<file path="src/rtl/cb_pkg.sv">
// Shared types and width helpers for the configurable connection block.
// Field widths are derived here so the loader and the top agree on the image layout.
package cb_pkg;

  typedef enum logic [1:0] {
    CB_IDLE  = 2'd0,
    CB_LOAD  = 2'd1,
    CB_READY = 2'd2
  } cb_state_e;

  localparam int SEL_NONE = 0;
  localparam int DRV_NONE = 0;

  function automatic int sel_width(input int tracks);
    return $clog2(tracks + 1);
  endfunction

  function automatic int drv_width(input int num_lb);
    return $clog2(num_lb + 1);
  endfunction

  function automatic int cfg_bits(input int num_lb, input int lb_inputs, input int tracks);
    return num_lb * lb_inputs * sel_width(tracks) + tracks * drv_width(num_lb);
  endfunction

endpackage

</file>
<file path="src/rtl/cb_cfg_loader.sv">
// Serial configuration loader: IDLE/LOAD/READY FSM, bit counter and shadow shift register.
// Exposes the shadow image, a same-cycle commit strobe, a registered done pulse and the FSM state.
module cb_cfg_loader
  import cb_pkg::*;
#(
  parameter int CFG_BITS = 34
) (
  input  logic                clk,
  input  logic                reset,
  input  logic                cfg_start_i,
  input  logic                cfg_valid_i,
  input  logic                cfg_bit_i,
  input  logic                cfg_commit_i,
  output logic [CFG_BITS-1:0] shadow_o,
  output logic                commit_o,
  output logic                done_o,
  output cb_state_e           state_o
);

  localparam int CNTW = (CFG_BITS > 1) ? $clog2(CFG_BITS) : 1;
  localparam logic [CNTW-1:0] LAST_IDX = CNTW'(CFG_BITS - 1);

  cb_state_e             state_q, state_d;
  logic [CNTW-1:0]       cnt_q, cnt_d;
  logic [CFG_BITS-1:0]   shadow_q, shadow_d;
  logic                  done_q;
  logic                  commit_s;

  always_ff @(posedge clk) begin
    if (reset) begin
      state_q  <= CB_IDLE;
      cnt_q    <= '0;
      shadow_q <= '0;
      done_q   <= 1'b0;
    end else begin
      state_q  <= state_d;
      cnt_q    <= cnt_d;
      shadow_q <= shadow_d;
      done_q   <= commit_s;
    end
  end

  // Start always beats a same-cycle data bit; commit beats start in READY.
  always_comb begin
    state_d  = state_q;
    cnt_d    = cnt_q;
    shadow_d = shadow_q;
    commit_s = 1'b0;
    case (state_q)
      CB_IDLE: begin
        if (cfg_start_i) begin
          state_d = CB_LOAD;
          cnt_d   = '0;
        end
      end
      CB_LOAD: begin
        if (cfg_start_i) begin
          cnt_d = '0;
        end else if (cfg_valid_i) begin
          shadow_d = {cfg_bit_i, shadow_q[CFG_BITS-1:1]};
          if (cnt_q == LAST_IDX) begin
            state_d = CB_READY;
            cnt_d   = '0;
          end else begin
            cnt_d = cnt_q + CNTW'(1);
          end
        end
      end
      CB_READY: begin
        if (cfg_commit_i) begin
          commit_s = 1'b1;
          state_d  = CB_IDLE;
        end else if (cfg_start_i) begin
          state_d = CB_LOAD;
          cnt_d   = '0;
        end
      end
      default: begin
        state_d = CB_IDLE;
        cnt_d   = '0;
      end
    endcase
  end

  assign shadow_o = shadow_q;
  assign commit_o = commit_s;
  assign done_o   = done_q;
  assign state_o  = state_q;

endmodule

</file>
<file path="src/rtl/cfg_connection_block.sv">
// Connection block between NUM_LB logic blocks and a TRACKS-wide channel.
// Binary-encoded selects from an atomically committed config drive the input and track muxes.
module cfg_connection_block
  import cb_pkg::*;
#(
  parameter int TRACKS    = 5,
  parameter int NUM_LB    = 2,
  parameter int LB_INPUTS = 4
) (
  input  logic                          clk,
  input  logic                          reset,
  input  logic                          cfg_start,
  input  logic                          cfg_valid,
  input  logic                          cfg_bit,
  input  logic                          cfg_commit,
  output logic                          cfg_busy,
  output logic                          cfg_done,
  output logic                          cfg_err,
  input  logic [NUM_LB-1:0]             lb_out,
  input  logic [TRACKS-1:0]             track_in,
  output logic [TRACKS-1:0]             track_out,
  output logic [TRACKS-1:0]             track_oe,
  output logic [NUM_LB*LB_INPUTS-1:0]   lb_in
);

  localparam int SELW     = sel_width(TRACKS);
  localparam int DRW      = drv_width(NUM_LB);
  localparam int CFG_BITS = cfg_bits(NUM_LB, LB_INPUTS, TRACKS);
  localparam int NSEL     = NUM_LB * LB_INPUTS;
  localparam int SEL_BITS = NSEL * SELW;

  logic [CFG_BITS-1:0] shadow;
  logic                commit;
  cb_state_e           state;

  logic [CFG_BITS-1:0] active_q;
  logic                err_q;
  logic                shadow_err;

  cb_cfg_loader #(
    .CFG_BITS(CFG_BITS)
  ) u_loader (
    .clk          (clk),
    .reset        (reset),
    .cfg_start_i  (cfg_start),
    .cfg_valid_i  (cfg_valid),
    .cfg_bit_i    (cfg_bit),
    .cfg_commit_i (cfg_commit),
    .shadow_o     (shadow),
    .commit_o     (commit),
    .done_o       (cfg_done),
    .state_o      (state)
  );

  always_ff @(posedge clk) begin
    if (reset) begin
      active_q <= '0;
      err_q    <= 1'b0;
    end else if (commit) begin
      active_q <= shadow;
      err_q    <= shadow_err;
    end
  end

  // Error flag is computed from the shadow so it lands together with the config it describes.
  always_comb begin
    shadow_err = 1'b0;
    for (int f = 0; f < NSEL; f++) begin
      if (int'(shadow[f*SELW +: SELW]) != SEL_NONE &&
          int'(shadow[f*SELW +: SELW]) > TRACKS)
        shadow_err = 1'b1;
    end
    for (int t = 0; t < TRACKS; t++) begin
      if (int'(shadow[SEL_BITS + t*DRW +: DRW]) != DRV_NONE &&
          int'(shadow[SEL_BITS + t*DRW +: DRW]) > NUM_LB)
        shadow_err = 1'b1;
    end
  end

  always_comb begin
    lb_in = '0;
    for (int f = 0; f < NSEL; f++) begin
      for (int t = 0; t < TRACKS; t++) begin
        if (active_q[f*SELW +: SELW] == SELW'(t + 1))
          lb_in[f] = track_in[t];
      end
    end
  end

  // Each track has a single drive field, so at most one logic block can ever drive it.
  always_comb begin
    track_out = '0;
    track_oe  = '0;
    for (int t = 0; t < TRACKS; t++) begin
      for (int l = 0; l < NUM_LB; l++) begin
        if (active_q[SEL_BITS + t*DRW +: DRW] == DRW'(l + 1)) begin
          track_oe[t]  = 1'b1;
          track_out[t] = lb_out[l];
        end
      end
    end
  end

  assign cfg_busy = (state != CB_IDLE);
  assign cfg_err  = err_q;

endmodule

</file>
<file path="config.mk">
export PLATFORM = sky130hd
export DESIGN_NAME = cfg_connection_block
export DESIGN_NICKNAME = d
export VERILOG_FILES = /design/src/rtl/cb_pkg.sv /design/src/rtl/cb_cfg_loader.sv /design/src/rtl/cfg_connection_block.sv
export SDC_FILE = /design/constraint.sdc
export NUM_CORES = 1
export LEC_CHECK = 0
export CORE_MARGIN = 2
export CORE_UTILIZATION = 51
export DETAILED_ROUTE_END_ITERATION = 6
export PLACE_DENSITY = 0.82
export RECOVER_POWER = 50
export SKIP_LAST_GASP = 1
export SYNTH_ARGS = -nofsm -noshare
export SYNTH_HDL_FRONTEND = slang
export SYNTH_HIERARCHICAL = 1
export SYNTH_SLANG_ARGS = --single-unit
</file>
<file path="constraint.sdc">
create_clock -name clk -period 1.4 [get_ports clk]
set_input_delay 0.28 -clock clk [delete_from_list [all_inputs] [get_ports clk]]
set_output_delay 0.28 -clock clk [all_outputs]
set_load 0.005 [all_outputs]
</file>
==> qor.txt, run 1 <==
Most frequent cell after synthesis -> nand2_1
Final wirelength -> 10100 um
Crit path arrival time -> 1.36 ns
Setup ws final -> -0.238 ns
CP endpoint kind -> primary output
Slew margin rel. -> 70.2%
Port buffer count -> 33
Row count -> 30
Detail-routed net length per standard cell -> 16.4 um
Register Area -> 1620 um^2
Initial antenna violation count -> 0
Detailed Place HPWL -> 5480 um
Number of fill cells in the layout -> 413
Mean Syn Cell Area -> 8.36 um^2
Via count -> 3425
Largest net degree at the start of global routing -> 73
Worst VDD drop -> 0.739 mV
Die width -> 88.3 um
Synth top area share -> 43.1%
1st-iter DRT viols -> 245
Unique masters post-synth -> 43
Root Driver -> clkbuf_8
DIE HEIGHT -> 88.3 um
Number of synthesized register bits -> 78
Sequential fraction of the synthesis area -> 43.1%
Synth top area cells -> dfxtp_1 43%, mux2i_1 10%, nand2_1 8.6%, nor2_1 6.6%, a21oi_1 5.8%
Main synth FF type -> dfxtp_1
Post-synth ARST share -> 0%
Cell accounting for the most synthesized area -> dfxtp_1
Worst slew pin tran -> 0.448 ns
Hold Violations, Final -> 0
Crit-path cells -> mux2i_1, nor2_1, a21o_1, buf_2
Setup crit start kind -> flip-flop
Gr usage total -> 23.2%
Yosys warnings -> 6
Initial Util -> 53.0%
Final Instance Count excl. Fillers -> 617
HP Start -> reset
Setup-failing EPs final -> 73
Synthesized Nets -> 458
Buffers & Inverters on Critical Path -> 1
PwrDens -> 830 nW/um^2
Via density -> 5.55
Minimum clock period -> 1.64 ns
Worst Setup Path Type -> flip-flop to primary output
Global-route wire length before repair -> 14200 um
Commonest cells post-synth -> 83 x nand2_1, 78 x dfxtp_1, 64 x nor2_1
Placer Congestion -> 0.818
Layout cells sized above 1 -> 41.7%
Tot Pwr -> 0.00425 W
TritonCTS clock tree -> done
Static Leak -> 2.08 nW
Status -> finished with violations
Max-slew violation count -> 0
Area of the multi-input gates -> 2200 um^2
Worst-path maximum fanout -> 4
Crit. Startpoint -> active_q[0]$_SDFFE_PP0P_
Placed insts -> 582
Area Growth Syn to Fin -> 41.4%
Core box area -> 6830 um^2
Failing checks -> setup timing
FF-to-FF Start -> u_loader/state_o[0]$_SDFFE_PP0P_
Crit path max-delay cell type -> dfxtp_4
Syn Inst Count -> 433
Max Cap Viol -> 0
Residual DRC -> 0
Pre-antenna DRT Iters -> 4
H-tree depth -> 3
Overall overflow remaining after global route -> 0
Antenna cell count -> 0
Clock Tree Buf Depth -> 2
Die area -> 7790 um^2
Remaining antenna violation count -> 0
Vias in the first global route -> 3157
Clock slew at reported path FFs -> 0.09 ns
Crit path required time -> 1.12 ns
Inserted Clock Buffers -> 9
Clock sink total -> 78
Hold WS -> 0.247 ns
Period Utilization, post-route -> 117%
Clock skew -> 0.0148 ns
Final net count -> 541
Post-synth EDFFs -> 0
Synth Cell Area -> 3620 um^2
Peak Freq -> 611 MHz
Max stage delay on crit path -> 0.39 ns
RSZ-0062 raised after global routing -> yes
Worst skew pair latency -> 0.36 ns
Crit-path leading delay family -> flip-flops
Fin util -> 74.9%
Hold Crit Class -> input pin to flip-flop
I/O pin count -> 34
## metal layers
metal  wire length [um]  vias up  GRT usage, %
li1                   -     1619             -
met1               4090     1671          26.6
met2               5400      118          41.6
met3                524       17          6.44
met4                125        0          7.58
met5                  0        -             0
## registers in the layout, summed over array words and instances (netlist names)
register           flops
active_q              34
cfg_err                1
u_loader/cnt_q         6
u_loader/done_o        1
u_loader/shadow_o     34
u_loader/state_o       2
## through the flow
step                instance area (um^2)  setup TNS [ns]  setup WS, ns
floorplan                           3620               0       0.00321
detailed placement                  4290          -29.08        -0.852
global route                        5120          -12.36        -0.314
CTS                                 4690           -2.27        -0.212
global placement                    4290          -26.15        -0.812
finish                              5120           -6.50        -0.238
## path summary, 6_finish.rpt
path                                                           end  slack, ns  cells after the start
worst max-delay path                                      lb_in[0]      -0.24                      4
worst min register to register  u_loader/shadow_o[17]$_SDFFE_PP0P_       0.48                      2
worst max register to register           active_q[29]$_SDFFE_PP0P_      -0.17                      5
worst min-delay path                u_loader/cnt_q[1]$_SDFFE_PP0P_       0.25                      3
## cell type report
type | count | share of cell area (%)
clock inverter | 7 | 1.20
tap | 96 | 2.35
sequential | 78 | 31.6
timing repair buffer | 94 | 17.2
multi-input combinational | 303 | 43.0
inverter | 30 | 2.25
clock buffer | 9 | 2.42
## cell usage in the layout (no fill, tap or decap), types with 12 or more instances in the layout
| master | instances |
|---|---|
| a21oi_1 | 24 |
| a21oi_2 | 19 |
| buf_2 | 15 |
| buf_4 | 41 |
| buf_6 | 16 |
| dfxtp_1 | 50 |
| dfxtp_2 | 19 |
| inv_2 | 18 |
| mux2i_1 | 35 |
| nand2_1 | 67 |
| nand2_4 | 12 |
| nor2_1 | 63 |
## cells by family after synthesis
family | count (synthesis) | synth area share (%)
and+or+nand+nor | 162 | 18.4
AOI/OAI and AO/OA | 86 | 15.4
DFF | 78 | 43.1
buffers and inverters | 52 | 7.22
muxes | 38 | 10.5
adders and majority gates | 12 | 4.15
xor gates and xnor gates | 5 | 1.21
## power by group
part           leakage [nW]  total, W  switching, W  internal (W)
clock network        0.0888   0.00160      0.000924      0.000677
registers             0.646   0.00223     0.0000151       0.00221
logic                  1.35  0.000419      0.000216      0.000203
total                  2.08   0.00425       0.00116       0.00309
## repair_timing
item	CTS	global route
setup endpoints to repair	29	88
gates resized for setup	164	81
gates cloned	0	6
pin swaps	38	48
hold buffers	0	0
setup buffers	10	3
## tightest hold or removal path: cells and delay by family
family,cells,cell delay (ns)
AOI/OAI and AO/OA,2,0.17
buffers and inverters,1,0.12
Note: power is estimated with default switching activity, not from simulation.
==> run 2, diff against run 1 <==
CORE_UTILIZATION = 57   (was 51)
PLACE_DENSITY = 0.86   (was 0.82)
clock period = 1.62 ns   (was 1.4 ns; I/O delays follow)
==> run 2 against run 1 <==
Against the previous run:
- the flow still finishes with violations (setup timing)
- highest routed layer unchanged
- cell count is 7.0% lower
- largest power group unchanged
- clock-buffer cell count rose by 2
- routed wire length shrank 20%
- global-route usage increased by 1.1 points
- sequential power down 13%
- sequential share of layout area is 4.7 points higher
==> qor.txt, run 2 (synthesis results as in run 1) <==
Status -> finished with violations
Failing checks -> setup timing
Clock Tree Buf Depth -> 2
Die width -> 83.7 um
Commonest non-fill, non-tap cell in the layout -> nand2_1
Setup ws final -> -0.0127 ns
Via count -> 3143
Initial Util -> 58.0%
Core box area -> 6240 um^2
Max-slew violation count -> 0
Row count -> 29
RSZ-0062 raised after global routing -> yes
Worst-path maximum fanout -> 2
Placed insts -> 552
Placer Congestion -> 0.796
Overall overflow remaining after global route -> 0
I/O pin count -> 34
Area of the multi-input gates -> 1870 um^2
Max Cap Viol -> 0
Crit path depth -> 4
Port buffer count -> 33
Crit path required time -> 1.30 ns
Setup crit start kind -> flip-flop
Final net count -> 518
TritonCTS clock tree -> done
Hold Crit Class -> input pin to flip-flop
Setup-failing EPs final -> 2
Die area -> 7010 um^2
Vias in the first global route -> 3086
Tot Pwr -> 0.00360 W
Final Instance Count excl. Fillers -> 574
Inserted Clock Buffers -> 9
Initial antenna violation count -> 0
Pre-antenna DRT Iters -> 5
Register Area -> 1600 um^2
Worst Setup Path Type -> flip-flop to primary output
Worst VDD drop -> 0.525 mV
Gr usage total -> 24.3%
Slew margin rel. -> 69.3%
Crit path arrival time -> 1.31 ns
Final wirelength -> 8120 um
Commonest cells after routing, fill and taps aside -> 82 x nand2_1, 61 x nor2_1, 54 x dfxtp_1, 40 x a21oi_1, 37 x mux2i_1
Layout cells sized above 1 -> 25.2%
Max stage delay on crit path -> 0.35 ns
Remaining antenna violation count -> 0
Fin util -> 70.8%
Period Utilization, post-route -> 101%
Static Leak -> 1.70 nW
Residual DRC -> 0
Clock skew -> 0.00719 ns
Crit-path cells -> mux2_4, a21oi_2, o21ai_1, buf_2
Detail-routed net length per standard cell -> 14.1 um
H-tree depth -> 3
Antenna cell count -> 0
Worst skew pair latency -> 0.34 ns
Buffers & Inverters on Critical Path -> 1
Clock sink total -> 78
Crit path max-delay cell type -> dfxtp_2
Area Growth Syn to Fin -> 22.0%
Largest net degree at the start of global routing -> 43
Crit-path leading delay family -> flip-flops
PwrDens -> 816 nW/um^2
Reg2Reg Depth -> 5
Worst slew pin tran -> 0.461 ns
Peak Freq -> 612 MHz
Root Driver -> clkbuf_8
CP endpoint kind -> primary output
Number of fill cells in the layout -> 470
Hold Violations, Final -> 0
Minimum clock period -> 1.63 ns
Via density -> 5.48
Clock slew at reported path FFs -> 0.08 ns
Worst hold path depth -> 3
Global-route wire length before repair -> 13900 um
DIE HEIGHT -> 83.7 um
1st-iter DRT viols -> 200
Detailed Place HPWL -> 5240 um
[run 2: worst paths after layout]
path	end	slack (ns)	start
worst max-delay path	lb_in[4]	-0.01	active_q[14]$_SDFFE_PP0P_
worst min-delay path	u_loader/cnt_q[1]$_SDFFE_PP0P_	0.30	reset
worst max register to register	u_loader/shadow_o[21]$_SDFFE_PP0P_	0.06	u_loader/state_o[1]$_SDFFE_PP0P_
worst min register to register	u_loader/shadow_o[0]$_SDFFE_PP0P_	0.47	u_loader/shadow_o[0]$_SDFFE_PP0P_
[run 2: area by class of cell]
class,instances,share of cell area (%)
multi-input combinational,303,42.3
sequential,78,36.3
timing repair buffer,71,12.4
inverter,30,2.55
tap,77,2.18
clock buffer,11,3.20
clock inverter,4,1.08
[run 2: metrics by stage]
step | setup slack (ns) | area (um^2) | setup TNS, ns | hold slack [ns]
floorplan | 0.182 | 3620 | 0 | 0.436
global placement | -0.695 | 4180 | -8.66 | 0.448
detailed placement | -0.740 | 4180 | -10.83 | 0.451
CTS | -0.150 | 4380 | -0.177 | 0.405
global route | -0.0511 | 4420 | -0.251 | 0.319
finish | -0.0127 | 4420 | -0.0162 | 0.305
[run 2: what timing repair did]
item,in CTS,in global routing
setup endpoints to repair,19,22
resized for setup,91,48
buffers inserted,7,0
pin swaps,5,15
hold buffers,0,0
gates cloned,0,0
[run 2: power by group]
part	switching [W]	internal [W]	total (W)
combinational	0.000142	0.000111	0.000253
sequential	0.0000156	0.00192	0.00194
clock	0.000674	0.000741	0.00141
[run 2: tightest hold or removal path, delay by kind of cell]
kind | cells | cell delay (ns)
compound gates | 2 | 0.16
buf+inv | 1 | 0.11
[run 2: metal layers]
| metal | part of all wire [%] | vias to the layer above | global-route usage [%] |
|---|---|---|---|
| li1 | - | 1567 | - |
| met1 | 44 | 1466 | 31.0 |
| met2 | 50 | 93 | 40.1 |
| met3 | 4.6 | 17 | 3.66 |
| met4 | 1.9 | 0 | 12.3 |
| met5 | 0 | - | 0 |
==> run 3, diff against run 2 <==
CELL_PAD_IN_SITES_DETAIL_PLACEMENT = 0   (was not set)
CELL_PAD_IN_SITES_GLOBAL_PLACEMENT = 1   (was not set)
CORE_UTILIZATION = 35   (was 57)
PLACE_DENSITY = 0.74   (was 0.86)
SLEW_MARGIN = 40   (was not set)
==> run 3 against run 2 <==
Against the previous run:
- worst setup slack about the same
- via count decreased by 2.8%
- fmax about the same
- register-to-register slack improved by 0.03 ns
- clock-buffer cell count decreased by 2
- routed wire length decreased by 0.18%
- total power increased by 4.8%
- die area increased by 60%
- the run still ends with setup timing left
- sequential share of layout area decreased by 1.4 points
- flip-flop and latch count unchanged
- non-clock buffer count increased by 12
- critical path type unchanged
- combinational power increased by 13%
==> qor.txt, run 3 (synthesis results as in run 1) <==
Switching part of the total -> 23.0%
HP Start -> reset
FF-to-FF Start -> u_loader/state_o[0]$_SDFFE_PP0P_
CP endpoint kind -> primary output
Area of the multi-input gates -> 1870 um^2
Worst-path maximum fanout -> 4
Buffers & Inverters on Critical Path -> 1
Fin util -> 45.4%
Minimum clock period -> 1.63 ns
Max-slew violation count -> 0
Area Growth Syn to Fin -> 27.6%
Initial antenna violation count -> 0
Number of fill cells in the layout -> 1026
Die width -> 106 um
Worst Setup Path Type -> flip-flop to primary output
Gr usage total -> 15.0%
Overall overflow remaining after global route -> 0
FF-to-FF End -> u_loader/shadow_o[8]$_SDFFE_PP0P_
Pint -> 0.00291 W
Crit path required time -> 1.30 ns
Crit-path leading delay family -> flip-flops
Global-route wire length before repair -> 13500 um
Remaining antenna violation count -> 0
Via density -> 4.74
Sw Pwr -> 0.000866 W
Commonest cells after routing, fill and taps aside -> 83 x nand2_1, 60 x nor2_1, 54 x dfxtp_1, 40 x buf_4, 38 x a21oi_1
TritonCTS clock tree -> done
Inserted Clock Buffers -> 9
Worst skew pair latency -> 0.35 ns
Clock skew -> 0.00992 ns
Slew margin rel. -> 68.5%
Hold Violations, Final -> 0
Final net count -> 530
Register Area -> 1610 um^2
Hold Crit Class -> input pin to flip-flop
Crit path max-delay cell type -> dfxtp_4
Max Cap Viol -> 0
Crit path arrival time -> 1.31 ns
Detailed Place HPWL -> 5460 um
Max stage delay on crit path -> 0.38 ns
Status -> finished with violations
Gate power share -> 7.6%
Setup-failing EPs final -> 1
Root Driver -> clkbuf_8
Layout cells sized above 1 -> 27.9%
Clock slew at reported path FFs -> 0.08 ns
Flop pwr share -> 51.1%
Largest net degree at the start of global routing -> 73
Vias in the first global route -> 2906
Min-Delay Endpoint -> u_loader/cnt_q[0]$_SDFFE_PP0P_
Antenna cell count -> 0
Static Leak -> 1.78 nW
Row count -> 37
Peak Freq -> 612 MHz
PwrDens -> 817 nW/um^2
Reg2Reg Depth -> 6
Hold WS -> 0.315 ns
Clock Tree Buf Depth -> 2
Worst VDD drop -> 0.463 mV
Die area -> 11200 um^2
1st-iter DRT viols -> 146
Placer Congestion -> 0.738
Setup crit start kind -> flip-flop
Period Utilization, post-route -> 101%
Setup ws final -> -0.0132 ns
H-tree depth -> 3
DIE HEIGHT -> 106 um
I/O pin count -> 34
Port buffer count -> 33
Residual DRC -> 0
Crit-path cells -> mux2i_1, a211oi_2, a21o_1, buf_2
RSZ-0062 raised after global routing -> yes
Worst slew pin tran -> 0.466 ns
Clock sink total -> 78
Clk network pwr share -> 41.3%
Core box area -> 10200 um^2
Failing checks -> setup timing
Commonest non-fill, non-tap cell in the layout -> nand2_1
Final wirelength -> 8110 um
Initial Util -> 35.6%
Pre-antenna DRT Iters -> 4
Worst hold path depth -> 3
Via count -> 3056
Detail-routed net length per standard cell -> 12.6 um
R2r setup slk -> 0.09 ns
-- run 3: power groups by stage --
stage | logic (W) | clock network, W | registers (W)
4_1_cts | 0.000271 | 0.00161 | 0.00194
5_1_grt | 0.000315 | 0.00169 | 0.00193
6_report | 0.000287 | 0.00156 | 0.00193
3_5_place_dp | 0.000257 | 0 | 0.00199
3_3_place_gp | 0.000255 | 0 | 0.00199
2_1_floorplan | 0.000160 | 0 | 0.00198
-- run 3: what timing repair did --
item                                    in CTS  in global routing
endpoints found under the setup margin      19                 23
hold buffers                                 0                  0
pin swaps                                   11                 22
resized for setup                           99                 51
setup buffers                               14                  3
-- run 3: per-layer routing --
layer	up-vias	global-route usage [%]	part of all wire [%]	wire (um)
li1	1594	-	-	-
met1	1407	18.6	47	3780
met2	44	24.9	49	3950
met3	11	4.21	3.3	270
met4	0	5.08	1.3	105
met5	-	0	0	0
-- run 3: area by class of cell --
cell class	count	area share, %
multi-input combinational	303	40.4
sequential	78	34.9
timing repair buffer	83	14.0
tap	136	3.68
clock buffer	9	2.68
inverter	30	2.44
clock inverter	6	1.89
-- run 3: per-stage QoR --
step / TNS (ns) / setup slack (ns) / cell area [um^2] / total power [W] / std cells
final: -0.0132 / -0.0132 / 4620 / 0.00378 / 645
after CTS: -0.0639 / -0.0392 / 4560 / 0.00382 / 642
after global routing: -0.858 / -0.0974 / 4620 / 0.00394 / 645
after floorplan: 0 / 0.182 / 3620 / 0.00214 / 433
after detailed placement: -12.34 / -0.687 / 4270 / 0.00224 / 614
after global placement: -10.61 / -0.657 / 4270 / 0.00224 / 614
-- run 3: how the worst max path moves through the flow --
| stage | from | to | slack [ns] | depth (start not counted) |
|---|---|---|---|---|
| global route | active_q[0]$_SDFFE_PP0P_ | lb_in[0] | -0.1 | 4 |
| floorplan | u_loader/cnt_q[1]$_SDFFE_PP0P_ | u_loader/cnt_q[1]$_SDFFE_PP0P_ | 0.18 | 6 |
| detailed placement | track_in[0] | lb_in[5] | -0.69 | 6 |
| CTS | active_q[17]$_SDFFE_PP0P_ | lb_in[5] | -0.04 | 5 |
| global placement | track_in[0] | lb_in[3] | -0.66 | 6 |
| finish | active_q[0]$_SDFFE_PP0P_ | lb_in[0] | -0.01 | 4 |
-- run 3: worst register-to-register path, delay by kind of cell (launching register included) --
| kind | cells | cell delay (ns) |
|---|---|---|
| buffers and inverters | 2 | 0.50 |
| AND/OR/NAND/NOR | 3 | 0.44 |
| AO/OA/AOI/OAI | 1 | 0.16 |
| flip-flops | 1 | 0.36 |
